File: config.mk
export PLATFORM = sky130hd
export DESIGN_NAME = fetch_unit
export DESIGN_NICKNAME = d
export VERILOG_FILES = /design/src/rtl/fetch_unit.sv
export SDC_FILE = /design/constraint.sdc
export NUM_CORES = 1
export LEC_CHECK = 0
export ABC_AREA = 1
export CORE_ASPECT_RATIO = 1.75
export CORE_MARGIN = 2
export CORE_UTILIZATION = 40
export DETAILED_ROUTE_END_ITERATION = 8
export PLACE_DENSITY = 0.69
export SKIP_CTS_REPAIR_TIMING = 1
export SLEW_MARGIN = 0
export SYNTH_ARGS = -nofsm -noshare
export SYNTH_HDL_FRONTEND = slang
export SYNTH_SLANG_ARGS = --single-unit
File: constraint.sdc
create_clock -name clk -period 2.3 [get_ports clk]
set_input_delay 0.46 -clock clk [delete_from_list [all_inputs] [get_ports clk]]
set_output_delay 0.46 -clock clk [all_outputs]
set_load 0.05 [all_outputs]
File: src/rtl/fetch_unit.sv
// fetch_unit: the fetch stage. It holds the architectural fetch PC, issues
// instruction-bus requests, hands each returned word to the external
// combinational next-PC predictor and captures the predicted PC. Each fetched
// instruction goes to decode as {pc, instr, pred_pc} through a registered
// output stage backed by a one-entry skid buffer. Execute-stage redirects
// flush the output and skid registers, and can discard a fetch that is
// still in flight.
//
// Ports:
//   clk, resetn              clock, asynchronous active-low reset
//   ireq_valid, ireq_addr    instruction-bus request (address is the PC register)
//   iresp_data_ok, iresp_data  response; completes the outstanding request
//   pred_base_pc, pred_raw_instr  operands sent to the predictor
//   pred_pc                  predicted next PC returned by the predictor
//   redirect_valid, redirect_pc  execute-stage redirect
//   stall                    decode cannot accept this cycle
//   f_valid, f_pc, f_instr, f_pred_pc  registered output to decode
//
// state   | meaning
// --------+-----------------------------------------------------------------
// IDLE    | just out of reset; no request yet
// FETCH   | request outstanding at pc
// DISCARD | redirected while a request was outstanding; drop its response
// HOLD    | output full and stalled, skid holds the next instruction; no request
module fetch_unit #(
   parameter logic [63:0] RESET_PC = 64'h0000_0000_8000_0000
) (
   input  logic        clk,
   input  logic        resetn,
   output logic        ireq_valid,
   output logic [63:0] ireq_addr,
   input  logic        iresp_data_ok,
   input  logic [31:0] iresp_data,
   output logic [63:0] pred_base_pc,
   output logic [31:0] pred_raw_instr,
   input  logic [63:0] pred_pc,
   input  logic        redirect_valid,
   input  logic [63:0] redirect_pc,
   input  logic        stall,
   output logic        f_valid,
   output logic [63:0] f_pc,
   output logic [31:0] f_instr,
   output logic [63:0] f_pred_pc
);

   typedef enum logic [1:0] {
      S_IDLE    = 2'd0,
      S_FETCH   = 2'd1,
      S_DISCARD = 2'd2,
      S_HOLD    = 2'd3
   } state_t;

   state_t      state, state_nxt;
   logic [63:0] pc, pc_nxt;
   logic        f_valid_nxt;
   logic [63:0] f_pc_nxt, f_pred_pc_nxt;
   logic [31:0] f_instr_nxt;
   logic [63:0] skid_pc, skid_pc_nxt, skid_pred_pc, skid_pred_pc_nxt;
   logic [31:0] skid_instr, skid_instr_nxt;

   assign ireq_valid     = (state == S_FETCH) || (state == S_DISCARD);
   assign ireq_addr      = pc;
   assign pred_base_pc   = pc;
   assign pred_raw_instr = iresp_data;

   always_ff @(posedge clk or negedge resetn) begin
      if (!resetn) begin
         state        <= S_IDLE;
         pc           <= RESET_PC;
         f_valid      <= 1'b0;
         f_pc         <= '0;
         f_instr      <= '0;
         f_pred_pc    <= '0;
         skid_pc      <= '0;
         skid_instr   <= '0;
         skid_pred_pc <= '0;
      end else begin
         state        <= state_nxt;
         pc           <= pc_nxt;
         f_valid      <= f_valid_nxt;
         f_pc         <= f_pc_nxt;
         f_instr      <= f_instr_nxt;
         f_pred_pc    <= f_pred_pc_nxt;
         skid_pc      <= skid_pc_nxt;
         skid_instr   <= skid_instr_nxt;
         skid_pred_pc <= skid_pred_pc_nxt;
      end
   end

   always_comb begin
      state_nxt        = state;
      pc_nxt           = pc;
      f_valid_nxt      = f_valid;
      f_pc_nxt         = f_pc;
      f_instr_nxt      = f_instr;
      f_pred_pc_nxt    = f_pred_pc;
      skid_pc_nxt      = skid_pc;
      skid_instr_nxt   = skid_instr;
      skid_pred_pc_nxt = skid_pred_pc;

      case (state)
         S_IDLE: begin
            state_nxt = S_FETCH;
         end

         S_FETCH: begin
            if (redirect_valid) begin
               pc_nxt           = redirect_pc;
               f_valid_nxt      = 1'b0;
               skid_pc_nxt      = '0;
               skid_instr_nxt   = '0;
               skid_pred_pc_nxt = '0;
               // A response arriving in the same cycle closes the request,
               // so there is nothing left to discard.
               state_nxt        = iresp_data_ok ? S_FETCH : S_DISCARD;
            end else if (iresp_data_ok) begin
               pc_nxt = pred_pc;
               if (!f_valid || !stall) begin
                  f_valid_nxt   = 1'b1;
                  f_pc_nxt      = pc;
                  f_instr_nxt   = iresp_data;
                  f_pred_pc_nxt = pred_pc;
               end else begin
                  skid_pc_nxt      = pc;
                  skid_instr_nxt   = iresp_data;
                  skid_pred_pc_nxt = pred_pc;
                  state_nxt        = S_HOLD;
               end
            end else if (!stall) begin
               f_valid_nxt = 1'b0;
            end
         end

         S_DISCARD: begin
            f_valid_nxt = 1'b0;
            if (redirect_valid) begin
               pc_nxt = redirect_pc;
            end
            // The response belongs to the abandoned request; pc already
            // holds the corrected target, so just reissue from it.
            if (iresp_data_ok) begin
               state_nxt = S_FETCH;
            end
         end

         S_HOLD: begin
            if (redirect_valid) begin
               pc_nxt           = redirect_pc;
               f_valid_nxt      = 1'b0;
               skid_pc_nxt      = '0;
               skid_instr_nxt   = '0;
               skid_pred_pc_nxt = '0;
               state_nxt        = S_FETCH;
            end else if (!stall) begin
               f_valid_nxt   = 1'b1;
               f_pc_nxt      = skid_pc;
               f_instr_nxt   = skid_instr;
               f_pred_pc_nxt = skid_pred_pc;
               state_nxt     = S_FETCH;
            end
         end

         default: begin
            state_nxt = S_IDLE;
         end
      endcase
   end

endmodule
==> results.cfg <==
[synth]
yosys_warnings = 0
seq_area_frac_synth_pct = 48.5
synth-edff-count = 0
synthCells = 2745
yosys.cell_count.top_type = nand2_1
synth.distinct_cells = 22
synthTopCellsByCount = nand2_1, dfrtp_1, nand3_1, inv_1, nand4_1
synth.area.top_cells = dfrtp_1, nand2_1, nand3_1
async_reset_ff_share_pct = 100
ys.flop_type = dfrtp_1
yosysTopAreaCellShare_pct = 48.3
synth_fp_nets = 2915
synth_area_mm2 = 0.0200
synth_largest_area_cell = dfrtp_1
avgSynthCellArea_um2 = 7.28
ys_seq_elements = 387

[flow_run]
cap_viol_max_count = 0

[clock_tree]
clk_pin_slew_ps = 70
clockBufferDepth = 3
cts_tree = yes
clkLatencyLatePin_ps = 550
h-tree-depth = 2
cts_buffers = 38
cts_root_buf = clkbuf_16
clkSinkCount = 387

[timing]
hold_violations = 0
relSlewSlack_pct = 56.5
rsz0062_at_grt = no
setup-violations-final = 0
worst_pin_slew_ps = 652
fin_skew_ps = 24.4
finalCritPeriodShare_pct = 99.4
finalMaxSlewViolations = 0
fmax_ghz = 0.438
postLayoutSetupSlackWorst_ps = 14.6
period_minus_slack_ps = 2290

[min_path]
min_from = redirect_valid
worstHoldPathCells = 4
hold_class = primary input to register
worst_hold_path.endpoint = skid_pc[34]

[power]
irDropWorstVdd_v = 0.00144
p_leak_nw = 14.5
p_total_mw = 47.1
power.density_mw_per_mm2 = 1750

[floorplanning]
die_w_um = 173
die_area_mm2 = 0.0518
coreArea_mm2 = 0.0495
pin_count = 487
num_rows = 108
initial_core_util_pct = 40.4
die_y_um = 300

[setup_path]
crit_family = buffers and inverters
end_kind = output pin
worstPathMaxFanout = 4
reg2reg_depth = 7
startpoint_type = register
critPathRequiredTime_ps = 1840
cp_cell_sequence = clkdlybuf4s50_1
rr_startpoint = state[0]
r2r-end = skid_pc[24]
crit_buf_inv = 1
reg2reg_slack_ps = 90
slowest_stage = clkdlybuf4s50_1
arrival_ps = 1830
path_class = register to output pin
slowest_delay_ps = 850

[place]
gp_congestion = 0.872
dp_cells = 3672
post-place-ws_ps = 86.4
numPortBuffers = 486
dp_hpwl_mm = 50.9

[routing]
vias = 20100
wl_mm = 75.6
drt_iter0_drc = 1799
via_per_inst = 5.35
wl_per_cell_um = 20.1
drc = 0
firstDrtPassIters = 7
ant_nets = 0

[layout]
stdcell_count = 3751
finalNetCount = 3224
fillers = 4651
area_growth_pct = 35.0
drive_gt1_share_pct = 7.17

[status]
status = complete, no violations

[grt]
grt_pass1_wl_mm = 116
overflow = 0
antenna_found_initial = 9
track_usage_pct = 28.4
grt_max_degree = 139
grt_pass1_vias = 19500
through the flow:
stage                     instance area (µm²)  util, %  hold WS [ps]  TNS, ps
after floorplan                         20000        -           164        0
after global placement                  25400     51.4           403        0
after detailed placement                25400     51.4           407        0
after CTS                               26700     54.0          -169    -3850
after global routing                    27000     54.5           415        0
final                                   27000     54.5           421        0
placed cells by master (no fill, tap or decap), drive strengths merged:
cell type      instances
inv                  195
clkbuf                55
dfstp                  1
dlygate4sd3            1
nand4                160
dfrtp                386
buf                  137
nand2               1151
clkinvlp               4
clkdlybuf4s50        349
diode                  9
a21oi                  1
o21ai                160
bufinv                 3
nor2                 148
dlymetal6s2s          79
clkinv                 6
nand3                214
ha                     5
nor3                  27
registers in the layout, indices dropped and copies added, names as in the netlist:
name          count
f_instr          32
f_pc             64
f_pred_pc        64
f_valid           1
ireq_addr        64
skid_instr       32
skid_pc          64
skid_pred_pc     64
state             2
routing by layer:
metal	GRT usage (%)	vias to the layer above	wire length (µm)
met4	15.6	0	4130
li1	-	9195	-
met3	4.06	183	5280
met2	47.1	968	36900
met5	0	-	0
met1	35.9	9721	29200
cell type report:
type | instances | area (µm²) | share of cell area, %
multi-input cells | 1866 | 8090 | 30.0
flip-flops and latches | 387 | 9690 | 35.9
repair buffers | 567 | 6320 | 23.4
inverters | 194 | 728 | 2.70
clock inverters | 14 | 174 | 0.645
well taps | 660 | 826 | 3.06
diodes | 9 | 22.5 | 0.0835
clock buffers | 54 | 1120 | 4.16
cell families (layout without fill, tap and decap cells):
kind of cell | Yosys count | in the layout | share of synthesized area (%)
simple gates | 1700 | 1700 | 35.6
buf+inv | 492 | 829 | 11.6
flops | 387 | 387 | 48.5
compound gates | 161 | 161 | 4.03
fa+ha+maj | 5 | 5 | 0.313
other cells | 0 | 9 | 0
worst max path at each step:
stage	slack [ps]	end	depth (start not counted)	from
finish	10	pred_base_pc[53]	1	ireq_addr[53]
detailed placement	90	f_pred_pc[42]	7	stall
global placement	110	f_pred_pc[51]	7	stall
global route	2	ireq_addr[53]	1	ireq_addr[53]
CTS	-150	pred_base_pc[1]	1	ireq_addr[1]
floorplan	490	f_instr[0]	11	state[1]
power breakdown:
group	leakage [nW]	internal (mW)	switching [mW]
registers	4.97	9.90	2.45
clock network	0.627	3.76	2.83
logic	8.93	8.15	20.0
(Power assumes the default switching activity.)
